--- src/rtl/irq_defs.sv ---
// irq_defs: shared sizes and FSM state encodings for the 8-source interrupt arbiter.
package irq_defs;
  localparam int N_SRC = 8;
  localparam int ID_W = 3;
  typedef enum logic [1:0] {
    ST_IDLE       = 2'd0,
    ST_PRESENT    = 2'd1,
    ST_IN_SERVICE = 2'd2
  } state_t;
endpackage

--- src/rtl/priority_encoder_8to3.sv ---
// priority_encoder_8to3: returns the highest set index of d, v flags any bit set.
module priority_encoder_8to3
  import irq_defs::*;
(
  input  logic [N_SRC-1:0] d,
  output logic [ID_W-1:0]  y,
  output logic             v
);
  always_comb begin
    y = '0;
    for (int i = 0; i < N_SRC; i++) y = d[i] ? ID_W'(i) : y;
  end
  assign v = |d;
endmodule

--- src/rtl/irq_arbiter_8.sv ---
// irq_arbiter_8: synchronises 8 IRQ lines, latches them as pending and presents the
// highest-index enabled one to the CPU over valid/ready, tracking it until eoi.
module irq_arbiter_8
  import irq_defs::*;
#(
  parameter int               SYNC_STAGES = 2,
  parameter logic [N_SRC-1:0] EDGE_MASK   = 8'hFF
) (
  input  logic             clk,
  input  logic             rst,
  input  logic [N_SRC-1:0] irq_in,
  input  logic [N_SRC-1:0] mask,
  output logic             irq_valid,
  input  logic             irq_ready,
  output logic [ID_W-1:0]  irq_id,
  input  logic             eoi,
  output logic             busy,
  output logic [N_SRC-1:0] pending
);
  logic [N_SRC-1:0] s, s_prev, set_bits, clr_bits, req;
  logic [ID_W-1:0]  enc_id, id_n;
  logic             enc_v, accept;
  state_t           state, state_n;
  generate
    if (SYNC_STAGES == 0) begin : g_nosync
      assign s = irq_in;
    end else begin : g_sync
      logic [N_SRC-1:0] q [SYNC_STAGES];
      always_ff @(posedge clk or posedge rst) begin
        if (rst) begin
          for (int i = 0; i < SYNC_STAGES; i++) q[i] <= '0;
        end else begin
          q[0] <= irq_in;
          for (int i = 1; i < SYNC_STAGES; i++) q[i] <= q[i-1];
        end
      end
      assign s = q[SYNC_STAGES-1];
    end
  endgenerate
  assign set_bits = (s & ~s_prev & EDGE_MASK) | (s & ~EDGE_MASK);
  assign accept   = (state == ST_PRESENT) & irq_ready;
  assign clr_bits = accept ? N_SRC'(1) << irq_id : '0;
  assign req      = pending & mask;
  priority_encoder_8to3 u_enc (
    .d(req),
    .y(enc_id),
    .v(enc_v)
  );
  always_comb begin
    state_n = state;
    id_n    = irq_id;
    case (state)
      ST_IDLE: begin
        state_n = enc_v ? ST_PRESENT : ST_IDLE;
        id_n    = enc_v ? enc_id : irq_id;
      end
      ST_PRESENT:    state_n = irq_ready ? ST_IN_SERVICE : ST_PRESENT;
      ST_IN_SERVICE: state_n = eoi ? ST_IDLE : ST_IN_SERVICE;
      default:       state_n = ST_IDLE;
    endcase
  end
  // set wins over the accept-cycle clear, so a still-high level source stays pending
  always_ff @(posedge clk or posedge rst) begin
    if (rst) begin
      s_prev    <= '0;
      pending   <= '0;
      state     <= ST_IDLE;
      irq_id    <= '0;
      irq_valid <= 1'b0;
      busy      <= 1'b0;
    end else begin
      s_prev    <= s;
      pending   <= (pending & ~clr_bits) | set_bits;
      state     <= state_n;
      irq_id    <= id_n;
      irq_valid <= state_n == ST_PRESENT;
      busy      <= state_n == ST_IN_SERVICE;
    end
  end
endmodule
--- config.mk ---
export PLATFORM = sky130hd
export DESIGN_NAME = irq_arbiter_8
export DESIGN_NICKNAME = d
export VERILOG_FILES = /design/src/rtl/irq_defs.sv /design/src/rtl/priority_encoder_8to3.sv /design/src/rtl/irq_arbiter_8.sv
export SDC_FILE = /design/constraint.sdc
export NUM_CORES = 1
export LEC_CHECK = 0
export CORE_MARGIN = 5
export CORE_UTILIZATION = 53
export DETAILED_ROUTE_END_ITERATION = 8
export DONT_BUFFER_PORTS = 1
export PLACE_DENSITY_LB_ADDON = 0.1
export SYNTH_ARGS = -nofsm -noshare
export SYNTH_HDL_FRONTEND = slang
export SYNTH_HIERARCHICAL = 1
export SYNTH_SLANG_ARGS = --single-unit
--- constraint.sdc ---
create_clock -name clk -period 1.27 [get_ports clk]
set_input_delay 0.1905 -clock clk [delete_from_list [all_inputs] [get_ports clk]]
set_output_delay 0.1905 -clock clk [all_outputs]
set_load 0.03 [all_outputs]
==> reports/qor.log, run 1 <==
qor: placement.routabilityCongestion 0.843
qor: sta.slew-limit-headroom 68.6%
qor: logic_synthesis.synth_top_cells_by_count 39 x sky130_fd_sc_hd__dfrtp_1, 13 x sky130_fd_sc_hd__o21ai_1, 10 x sky130_fd_sc_hd__inv_1
qor: global_route.grt_overflow_total 0
qor: setup_path.crit_slowest_cell sky130_fd_sc_hd__dfrtp_2
qor: cells_and_area.layout_stage_area_growth_over_the_synthesis_result 35.2%
qor: logic_synthesis.most_area_consuming_cells_after_synthesis sky130_fd_sc_hd__dfrtp_1 74%, sky130_fd_sc_hd__o21ai_1 4.9%, sky130_fd_sc_hd__and2_1 3.8%, sky130_fd_sc_hd__inv_1 2.8%, sky130_fd_sc_hd__mux2_2 2.5%
qor: routing.drc 0
qor: cells_and_area.design.final.nets 160
qor: logic_synthesis.synth_top_family_by_area simple AND/OR/NAND/NOR gates
qor: die.boundaryPins 33
qor: die.fp.dieH 60.0 um
qor: setup_path.rr_startpoint pending[3]$_DFF_PP0_
qor: placement.io_buffer_count 0
qor: routing.count_of_routing_violations_after_the_opening_detailed_route_iteration 42
qor: clocking.cts-htree-levels 2
qor: clocking.numCtsBuffers 5
qor: logic_synthesis.synth_mux_area_share 2.54%
qor: worst_hold_path.min-delay-start eoi
qor: logic_synthesis.synthAdderAreaFrac 0%
qor: flow_run.maxCapViolCount 0
qor: die.die_w 60.0 um
qor: pwr.power.switching 1.26 mW
qor: die.coreArea 2430 um2
qor: placement.hpwlAfterDp 1.82 mm
qor: pwr.power.share.combinational 32.1%
qor: logic_synthesis.synth_area_per_cell 13.1 um2
qor: logic_synthesis.synth_net_count 121
qor: logic_synthesis.synth.largest_area_cell sky130_fd_sc_hd__dfrtp_1
qor: logic_synthesis.synth_sequential_area_ratio 73.5%
qor: routing.routed_wire_length_per_instance 15.4 um
qor: logic_synthesis.ys_seq_elements 39
qor: logic_synthesis.post-synth-top-area-fraction 73.5%
qor: logic_synthesis.ys.warnings.count 6
qor: sta.drv_slew 0
qor: pwr.power.density 2100 nW/um2
qor: pwr.p_seq_share 45.5%
qor: setup_path.timing.critical_path.fanout_max 3
qor: logic_synthesis.synth_area_in_simple_gates 10.7%
qor: logic_synthesis.post_synth_inst_count 101
qor: die.initial_core_util 54.6%
qor: logic_synthesis.post-synth-top-count-cell sky130_fd_sc_hd__dfrtp_1
qor: logic_synthesis.synth_area_in_compound_gates 10.1%
qor: cells_and_area.insertedDiodeCount 0
qor: setup_path.critical_path.startpoint_type flop
qor: run_status.status finished, violations left
qor: sta.layout_min_cycle_time 1400 ps
qor: sta.grt_setup_unrepaired true
qor: routing.postRouteAntennaNets 0
qor: run_status.failed_checks negative setup slack
qor: sta.finClkSkew 5.49 ps
qor: global_route.track_usage 17.0%
qor: routing.detail_route.first_pass.iterations 4
qor: cells_and_area.area_of_the_multi_input_gates 373 um2
qor: logic_synthesis.synth-xor-area-share 0%
qor: die.die_area 3610 um2
qor: cells_and_area.final-instance-count-excl-fill 171
qor: global_route.grt_first_pass_wirelength 4.24 mm
qor: setup_path.path_cells and2_4 > nor2_2 > nand4_1 > nor3b_4 > mux2_4
qor: setup_path.critPathLaunch pending[3]$_DFF_PP0_
qor: cells_and_area.register_area 987 um2
qor: global_route.first_global_vias 928
qor: logic_synthesis.dominantRegCellSynth sky130_fd_sc_hd__dfrtp_1
qor: sta.worst_slack -133 ps
qor: cells_and_area.final.fill_count 170
qor: logic_synthesis.synth.distinct_cells 18
qor: cells_and_area.fraction_of_final_layout_cells_sized_beyond_drive_strength_1 41.8%
qor: clocking.cts_tree done
qor: sta.final-hold-violation-count 0
qor: pwr.ir_drop 0.00148 V
qor: placement.dp_cells 149
qor: pwr.p_int 2.51 mW
qor: setup_path.timing.setup.critical_path_class reg -> reg
qor: pwr.power.share.switching 33.4%
qor: setup_path.cp-end-kind flop
qor: setup_path.cp.required 1510 ps
qor: sta.timing.fmax 713 MHz
qor: routing.dr_total_vias 881
qor: routing.drt_wl_total 2.63 mm
qor: clocking.clockRootBuffer sky130_fd_sc_hd__clkbuf_4
qor: logic_synthesis.netlist_area_before_placement 1330 um2
qor: clocking.cts-root-to-sink-buffers 2
qor: pwr.power.static_leakage 0.806 nW
qor: setup_path.critical_path_arrival 1640 ps
qor: placement.preCtsSetupSlack -152 ps
qor: clocking.clock-sinks 39
qor: pwr.clockPowerShare 22.5%
qor: routing.drt-vias-per-instance 5.15
qor: global_route.grt_start_max_net_pins 40
qor: worst_hold_path.hp-class in -> reg
qor: clocking.clkTransAtPathRegs 110 ps
qor: die.rows 18
qor: setup_path.cp_slowest_stage_delay 410 ps
qor: sta.finalSetupViolCount 3
qor: logic_synthesis.count_of_flip_flops_with_a_built_in_enable_after_synthesis 0
qor: sta.tightest_slew 470 ps
qor: clocking.insertion_delay 340 ps
qor: logic_synthesis.synth-async-reset-ratio 100%
qor: sta.min_period_over_period 111%
qor: global_route.number_of_antenna_violations_at_the_first_check_in_global_routing 0
[stage by stage]
stage               power, mW  utilization, %  hold WS (ps)  setup TNS (ps)  area, um2
floorplan                2.32               -           222            -532       1350
global placement         2.67            62.8           214            -256       1530
detailed placement       2.72            62.8           221            -573       1530
CTS                      3.75            72.5          24.6            -399       1760
global route             3.97            73.8          57.8            -778       1800
finish                   3.77            73.8          38.6            -394       1800
[power groups by stage]
stage               Sequential [mW]  Combinational [mW]  Clock [mW]
detailed placement             1.73               0.993           0
global route                   1.74                1.29       0.935
CTS                            1.70                1.16       0.883
floorplan                      1.91               0.411           0
global placement               1.71               0.961           0
finish                         1.71                1.21       0.847
[sequential cells by signal, indices dropped and copies added (netlist names)]
signal     count
g_sync.q       8
pending        8
s              8
s_prev         8
irq_id         3
state          2
busy           1
irq_valid      1
[placed cells by master, fill, tap and decap left out, drive strengths merged, types with 2 or more instances in the layout]
master and count:
inv 11, nor2 7, a21oi 2, o31ai 4, clkbuf 6, buf 23, nand2b 2, dlygate4sd3 9
nand2 4, o21ai 17, and2 8, mux2 3, dfrtp 39
[final timing paths]
kind,end,slack [ps],cells past startpoint
min in group asynchronous,g_sync.q[10]$_DFF_PP0_,390,3
hold / removal,state[1]$_DFF_PP0_,40,3
max in group asynchronous,pending[1]$_DFF_PP0_,530,3
hold reg to reg,s[2]$_DFF_PP0_,360,0
setup / recovery,irq_id[2]$_DFFE_PP0P_,-130,5
setup reg to reg,irq_id[2]$_DFFE_PP0P_,-130,5
[worst max-delay path: cells and delay by family, from the launching register on]
family | cells | cell delay, ps
multiplexers | 1 | 310
flip-flops | 1 | 410
AND/OR/NAND/NOR | 4 | 580
[what timing repair did]
action                                  CTS  global route
gates resized for setup                   9             7
endpoints found under the setup margin    7            10
endpoints found under the hold margin    47             0
pin swaps                                 4             0
setup buffers                             4             1
hold buffers                              9             0
[per-layer routing]
metal | track usage [%] | part of all wire (%) | vias up
li1 | - | - | 414
met1 | 19.5 | 37 | 424
met2 | 27.9 | 53 | 32
met3 | 7.13 | 8.2 | 11
met4 | 6.96 | 2.2 | 0
met5 | 0 | 0 | -
[cells by family (layout without fill, tap and decap cells)]
group | count (synthesis) | count (layout)
multiplexers | 3 | 3
AO/OA/AOI/OAI | 23 | 23
buffers and inverters | 11 | 51
AND/OR/NAND/NOR | 25 | 25
flip-flops | 39 | 39
[final cells by class]
class                           count  area share (%)
Tap cell                           30            2.09
Inverter                           11            2.30
Sequential cell                    39            55.0
Timing Repair Buffer               32            15.1
Clock inverter                      2            1.95
Clock buffer                        6            2.86
Multi-Input combinational cell     51            20.8
Note: power is estimated with default switching activity, not from simulation.
==> run 2: changes to the inputs <==
--- a/config.mk
+++ b/config.mk
@@ -9,6 +9,7 @@
 export CORE_UTILIZATION = 53
 export DETAILED_ROUTE_END_ITERATION = 8
 export DONT_BUFFER_PORTS = 1
+export MAX_ROUTING_LAYER = met4
 export PLACE_DENSITY_LB_ADDON = 0.1
 export SYNTH_ARGS = -nofsm -noshare
 export SYNTH_HDL_FRONTEND = slang
==> run 2 against run 1 <==
  * The run still ends with negative setup slack left
  * Critical endpoint is now irq_id[1]$_DFFE_PP0P_
  * Critical path depth unchanged
  * Sequential share of layout area unchanged
  * Die area unchanged
  * Combinational power about the same
  * First-iteration DRC count decreased by 14%
  * Total power increased by 0.19%
  * Largest cell class unchanged
  * Clock-buffer cell count unchanged
==> reports/qor.log, run 2 (synthesis gave the netlist of run 1 again) <==
qor: clocking.cts-htree-levels 2 [unchanged]
qor: global_route.track_usage 17.5% [+0.50 points]
qor: sta.min_period_over_period 111% [about the same]
qor: sta.tightest_slew 468 ps [-1.87 ps]
qor: pwr.power.share.switching 33.5% [+0.12 points]
qor: clocking.insertion_delay 340 ps [about the same]
qor: pwr.power.density 2100 nW/um2 [+0.19%]
qor: sta.layout_min_cycle_time 1400 ps [+0.670 ps]
qor: placement.io_buffer_count 0 [unchanged]
qor: run_status.failed_checks negative setup slack
qor: setup_path.timing.reg2reg.setup_slack -130 ps [about the same]
qor: worst_hold_path.hp-class in -> reg
qor: global_route.grt_overflow_total 0 [unchanged]
qor: clocking.clkTransAtPathRegs 120 ps [about the same]
qor: sta.finClkSkew 9.64 ps [+4.16 ps]
qor: sta.worst_slack -134 ps [-0.670 ps]
qor: cells_and_area.fraction_of_final_layout_cells_sized_beyond_drive_strength_1 41.8% [unchanged]
qor: cells_and_area.insertedDiodeCount 0 [unchanged]
qor: run_status.status finished, violations left
qor: setup_path.cp.required 1500 ps [about the same]
qor: routing.dr_total_vias 882 [+0.11%]
qor: pwr.p_seq_share 45.4% [about the same]
qor: clocking.cts_tree done
qor: die.fp.dieH 60.0 um [unchanged]
qor: pwr.power.share.combinational 32.1% [about the same]
qor: routing.count_of_routing_violations_after_the_opening_detailed_route_iteration 36 [-14%]
qor: global_route.grt_first_pass_wirelength 4.23 mm [-0.17%]
qor: setup_path.critical_path.startpoint_type flop
qor: clocking.clockRootBuffer sky130_fd_sc_hd__clkbuf_4
qor: placement.hpwlAfterDp 1.82 mm [unchanged]
qor: sta.final-hold-violation-count 0 [unchanged]
qor: pwr.power.static_leakage 0.806 nW [unchanged]
qor: setup_path.timing.setup.critical_path_class reg -> reg
qor: setup_path.cp-end-kind flop
qor: clocking.numCtsBuffers 5 [unchanged]
qor: placement.routabilityCongestion 0.856 [+1.6%]
qor: worst_hold_path.whs_endpoint state[1]$_DFF_PP0_
qor: cells_and_area.mostFrequentLayoutCell sky130_fd_sc_hd__dfrtp_1
qor: die.coreArea 2430 um2 [unchanged]
qor: sta.slew-limit-headroom 68.8% [+0.12 points]
qor: die.die_w 60.0 um [unchanged]
qor: cells_and_area.design.final.nets 160 [unchanged]
qor: cells_and_area.final-instance-count-excl-fill 171 [unchanged]
qor: setup_path.rr_startpoint pending[3]$_DFF_PP0_
qor: sta.setup_tns -387 ps [+6.73 ps]
qor: sta.grt_setup_unrepaired true
qor: placement.dp_cells 149 [unchanged]
qor: sta.drv_slew 0 [unchanged]
qor: cells_and_area.most-common-layout-cells 30 x sky130_fd_sc_hd__dfrtp_1, 21 x sky130_fd_sc_hd__buf_4, 13 x sky130_fd_sc_hd__o21ai_1
qor: pwr.clockPowerShare 22.5% [about the same]
qor: routing.drt-vias-per-instance 5.16 [+0.11%]
qor: flow_run.maxCapViolCount 0 [unchanged]
qor: die.rows 18 [unchanged]
qor: setup_path.critical_path_arrival 1630 ps [about the same]
qor: clocking.cts-root-to-sink-buffers 2 [unchanged]
qor: worst_hold_path.min-delay-start eoi
qor: die.die_area 3610 um2 [unchanged]
qor: routing.drc 0 [unchanged]
qor: routing.drt_wl_total 2.62 mm [-0.46%]
qor: global_route.first_global_vias 930 [+0.22%]
qor: setup_path.timing.critical_path.fanout_max 3 [unchanged]
qor: sta.finalSetupViolCount 3 [unchanged]
qor: setup_path.critical_path.reg2reg.endpoint irq_id[1]$_DFFE_PP0P_
qor: sta.timing.fmax 712 MHz [about the same]
qor: worst_hold_path.worstHoldPathCells 3 [unchanged]
qor: pwr.power.switching 1.27 mW [+0.56%]
qor: pwr.p_int 2.51 mW [about the same]
qor: clocking.clock-sinks 39 [unchanged]
qor: routing.detail_route.first_pass.iterations 4 [unchanged]
qor: cells_and_area.layout_stage_area_growth_over_the_synthesis_result 35.2% [unchanged]
qor: global_route.number_of_antenna_violations_at_the_first_check_in_global_routing 0 [unchanged]
qor: routing.postRouteAntennaNets 0 [unchanged]
qor: routing.routed_wire_length_per_instance 15.3 um [-0.46%]
qor: die.initial_core_util 54.6% [unchanged]
qor: die.boundaryPins 33 [unchanged]
qor: global_route.grt_start_max_net_pins 40 [unchanged]
qor: setup_path.timing.reg2reg.worst_path_depth 5 [unchanged]
qor: pwr.ir_drop 0.00148 V [+0.33%]
run 2: how the worst max path moves through the flow:
stage                              start                     to  slack, ps  depth (start not counted)
floorplan           pending[4]$_DFF_PP0_  irq_id[0]$_DFFE_PP0P_       -180                          5
global placement    pending[7]$_DFF_PP0_  irq_id[2]$_DFFE_PP0P_        -90                          5
detailed placement  pending[4]$_DFF_PP0_  irq_id[2]$_DFFE_PP0P_       -150                          5
CTS                 pending[6]$_DFF_PP0_  irq_id[2]$_DFFE_PP0P_       -130                          5
global route        pending[6]$_DFF_PP0_  irq_id[2]$_DFFE_PP0P_       -200                          5
finish              pending[3]$_DFF_PP0_  irq_id[1]$_DFFE_PP0P_       -130                          5
run 2: critical path, cell delays in order (launching register included):
cell                      delay [ps]
sky130_fd_sc_hd__dfrtp_2         420
sky130_fd_sc_hd__and2_4          140
sky130_fd_sc_hd__nor2_2          130
sky130_fd_sc_hd__nand4_1         120
sky130_fd_sc_hd__nor3b_4         190
sky130_fd_sc_hd__mux2_4          300
run 2: cell type report:
type / instances / area, um2
clock buffer: 6 / 51.3
clock inverter: 2 / 35.0
inverter: 11 / 41.3
sequential: 39 / 987
timing repair buffer: 32 / 270
tap: 30 / 37.5
fill: 170 / 637
multi-input combinational: 51 / 373
run 2: metrics by stage:
stage	hold slack [ps]	cell area [um2]	setup slack [ps]	util [%]	power (mW)
finish	34.9	1800	-134	73.8	3.77
global placement	214	1530	-86.1	62.8	2.67
detailed placement	221	1530	-152	62.8	2.72
floorplan	222	1350	-177	-	2.32
CTS	24.6	1760	-131	72.5	3.75
global route	57.8	1800	-204	73.8	3.97
run 2: timing repair:
item / CTS / global route
endpoints found under the setup margin: 7 / 10
setup buffers: 4 / 1
resized for setup: 9 / 7
hold buffers: 9 / 0
pin swaps: 4 / 0
endpoints found under the hold margin: 47 / 0
run 2: metal layers:
metal	global-route usage, %	share of wire (%)
met5	-	0
met4	6.96	1.1
met3	7.13	7.2
met2	27.9	55
met1	19.5	37
run 2: power by group through the flow:
stage               clock network [mW]  registers (mW)  logic (mW)
detailed placement                   0            1.73       0.993
global placement                     0            1.71       0.961
finish                           0.850            1.71        1.21
global route                     0.935            1.74        1.29
floorplan                            0            1.91       0.411
CTS                              0.883            1.70        1.16
==> run 3: changes to the inputs <==
--- a/config.mk
+++ b/config.mk
@@ -7,10 +7,11 @@
 export LEC_CHECK = 0
 export CORE_MARGIN = 5
 export CORE_UTILIZATION = 53
+export CTS_CLUSTER_SIZE = 24
 export DETAILED_ROUTE_END_ITERATION = 8
 export DONT_BUFFER_PORTS = 1
 export MAX_ROUTING_LAYER = met4
-export PLACE_DENSITY_LB_ADDON = 0.1
+export PLACE_DENSITY_LB_ADDON = 0.12
 export SYNTH_ARGS = -nofsm -noshare
 export SYNTH_HDL_FRONTEND = slang
 export SYNTH_HIERARCHICAL = 1
==> run 3 against run 2 <==
  * The flow still finishes with violations (negative setup slack)
  * Final area decreased by 1.5%
  * Non-clock buffer count unchanged
  * Final cell count unchanged
  * Largest power group unchanged
==> reports/qor.log, run 3 (synthesis gave the netlist of run 1 again) <==
qor: global_route.number_of_antenna_violations_at_the_first_check_in_global_routing 0 [unchanged]
qor: die.boundaryPins 33 [unchanged]
qor: clocking.clkTransAtPathRegs 120 ps [about the same]
qor: cells_and_area.fraction_of_final_layout_cells_sized_beyond_drive_strength_1 39.7% [-2.1 points]
qor: die.coreArea 2430 um2 [unchanged]
qor: setup_path.timing.setup.critical_path_class reg -> reg
qor: setup_path.critical_path_arrival 1630 ps [about the same]
qor: routing.count_of_routing_violations_after_the_opening_detailed_route_iteration 37 [+2.8%]
qor: placement.routabilityCongestion 0.779 [-9.0%]
qor: run_status.failed_checks negative setup slack
qor: run_status.status finished, violations left
qor: die.fp.dieH 60.0 um [unchanged]
qor: die.initial_core_util 54.6% [unchanged]
qor: sta.slew-limit-headroom 69.0% [+0.25 points]
qor: routing.drt_wl_total 2.53 mm [-3.7%]
qor: pwr.power.density 2020 nW/um2 [-3.9%]
qor: flow_run.maxCapViolCount 0 [unchanged]
qor: sta.drv_slew 0 [unchanged]
qor: setup_path.cp-end-kind flop
qor: cells_and_area.design.final.nets 160 [unchanged]
qor: sta.worst_slack -125 ps [+9.35 ps]
qor: die.die_area 3610 um2 [unchanged]
qor: sta.grt_setup_unrepaired true
qor: placement.hpwlAfterDp 1.80 mm [-1.2%]
qor: placement.io_buffer_count 0 [unchanged]
qor: setup_path.timing.critical_path.fanout_max 3 [unchanged]
qor: clocking.cts-root-to-sink-buffers 2 [unchanged]
qor: routing.routed_wire_length_per_instance 14.8 um [-3.7%]
qor: placement.dp_cells 149 [unchanged]
qor: sta.finClkSkew 10.5 ps [+0.835 ps]
qor: pwr.power.static_leakage 0.791 nW [-1.8%]
qor: setup_path.cp.required 1510 ps [about the same]
qor: routing.dr_total_vias 854 [-3.2%]
qor: clocking.cts_tree done
qor: die.rows 18 [unchanged]
qor: sta.final-hold-violation-count 0 [unchanged]
qor: cells_and_area.most-common-layout-cells 31 x sky130_fd_sc_hd__dfrtp_1, 23 x sky130_fd_sc_hd__buf_4, 13 x sky130_fd_sc_hd__o21ai_1
qor: global_route.grt_start_max_net_pins 40 [unchanged]
qor: clocking.cts-htree-levels 2 [unchanged]
qor: global_route.track_usage 17.1% [-0.43 points]
qor: clocking.numCtsBuffers 5 [unchanged]
qor: worst_hold_path.hp-class in -> reg
qor: global_route.grt_overflow_total 0 [unchanged]
qor: sta.min_period_over_period 110% [-0.74 points]
qor: sta.timing.fmax 717 MHz [+0.67%]
qor: cells_and_area.insertedDiodeCount 0 [unchanged]
qor: sta.layout_min_cycle_time 1390 ps [-9.35 ps]
qor: cells_and_area.final-instance-count-excl-fill 171 [unchanged]
qor: pwr.ir_drop 0.00144 V [-2.6%]
qor: die.die_w 60.0 um [unchanged]
qor: global_route.first_global_vias 953 [+2.5%]
qor: routing.drc 0 [unchanged]
qor: routing.detail_route.first_pass.iterations 4 [unchanged]
qor: cells_and_area.layout_stage_area_growth_over_the_synthesis_result 33.2%
qor: global_route.grt_first_pass_wirelength 4.06 mm [-3.9%]
qor: clocking.clockRootBuffer sky130_fd_sc_hd__clkbuf_4
qor: sta.finalSetupViolCount 3 [unchanged]
qor: setup_path.critical_path.startpoint_type flop
qor: sta.tightest_slew 465 ps [-3.82 ps]
qor: clocking.insertion_delay 340 ps [about the same]
qor: sta.setup_tns -368 ps [+19.6 ps]
qor: clocking.clock-sinks 39 [unchanged]
qor: routing.postRouteAntennaNets 0 [unchanged]
qor: routing.drt-vias-per-instance 4.99 [-3.2%]
qor: cells_and_area.mostFrequentLayoutCell sky130_fd_sc_hd__dfrtp_1
[run 3: critical path, stage by stage, from the launching register on]
cell                      delay, ps
sky130_fd_sc_hd__dfrtp_2        380
sky130_fd_sc_hd__and2_4         150
sky130_fd_sc_hd__nor2_4          30
sky130_fd_sc_hd__nand4_1        100
sky130_fd_sc_hd__nor3b_4        300
sky130_fd_sc_hd__mux2_4         330
[run 3: final timing paths]
| path | from | end | slack [ps] | cells past startpoint |
|---|---|---|---|---|
| max in group asynchronous | rst | pending[4]$_DFF_PP0_ | 510 | 3 |
| min reg2reg | g_sync.q[15]$_DFF_PP0_ | s[7]$_DFF_PP0_ | 360 | 0 |
| max | pending[2]$_DFF_PP0_ | irq_id[0]$_DFFE_PP0P_ | -120 | 5 |
| min | eoi | busy$_DFF_PP0_ | 40 | 3 |
| min in group asynchronous | rst | s[1]$_DFF_PP0_ | 400 | 3 |
| max reg2reg | pending[2]$_DFF_PP0_ | irq_id[0]$_DFFE_PP0P_ | -120 | 5 |
[run 3: final cells by class]
cell class              count  area [um2]
fillers                   175         664
clock buffers               7        65.1
multi-input cells          51         368
repair buffers             32         263
flip-flops and latches     39         986
inverters                  11        41.3
clock inverters             1        7.51
well taps                  30        37.5
[run 3: metal layers]
metal / routed length [um] / GRT usage, % / share of wire, %
met1: 937 / 17.0 / 37
met2: 1360 / 27.3 / 54
met3: 169 / 6.48 / 6.7
met4: 55 / 11.7 / 2.2
met5: 0 / - / 0
[run 3: power by group]
part	switching, mW	leakage, nW	total, mW	internal, mW
combinational	0.603	0.325	1.15	0.547
sequential	0.253	0.429	1.71	1.45
clock	0.390	0.0375	0.714	0.324
[run 3: per-stage QoR]
stage / instance area, um2 / utilization [%] / setup WS, ps / hold WS (ps) / power, mW
2_1_floorplan: 1350 / - / -177 / 222 / 2.32
3_3_place_gp: 1530 / 62.8 / -108 / 213 / 2.67
3_5_place_dp: 1530 / 62.8 / -140 / 218 / 2.72
4_1_cts: 1750 / 71.9 / -120 / 26.6 / 3.58
5_1_grt: 1770 / 72.7 / -176 / 73.3 / 3.74
6_report: 1770 / 72.7 / -125 / 43.2 / 3.57
[run 3: timing repair]
action | CTS | global route
endpoints found under the hold margin | 47 | 0
buffers inserted | 3 | 2
hold buffers | 9 | 0
endpoints found under the setup margin | 6 | 9
pin swaps | 6 | 2
resized for setup | 11 | 1
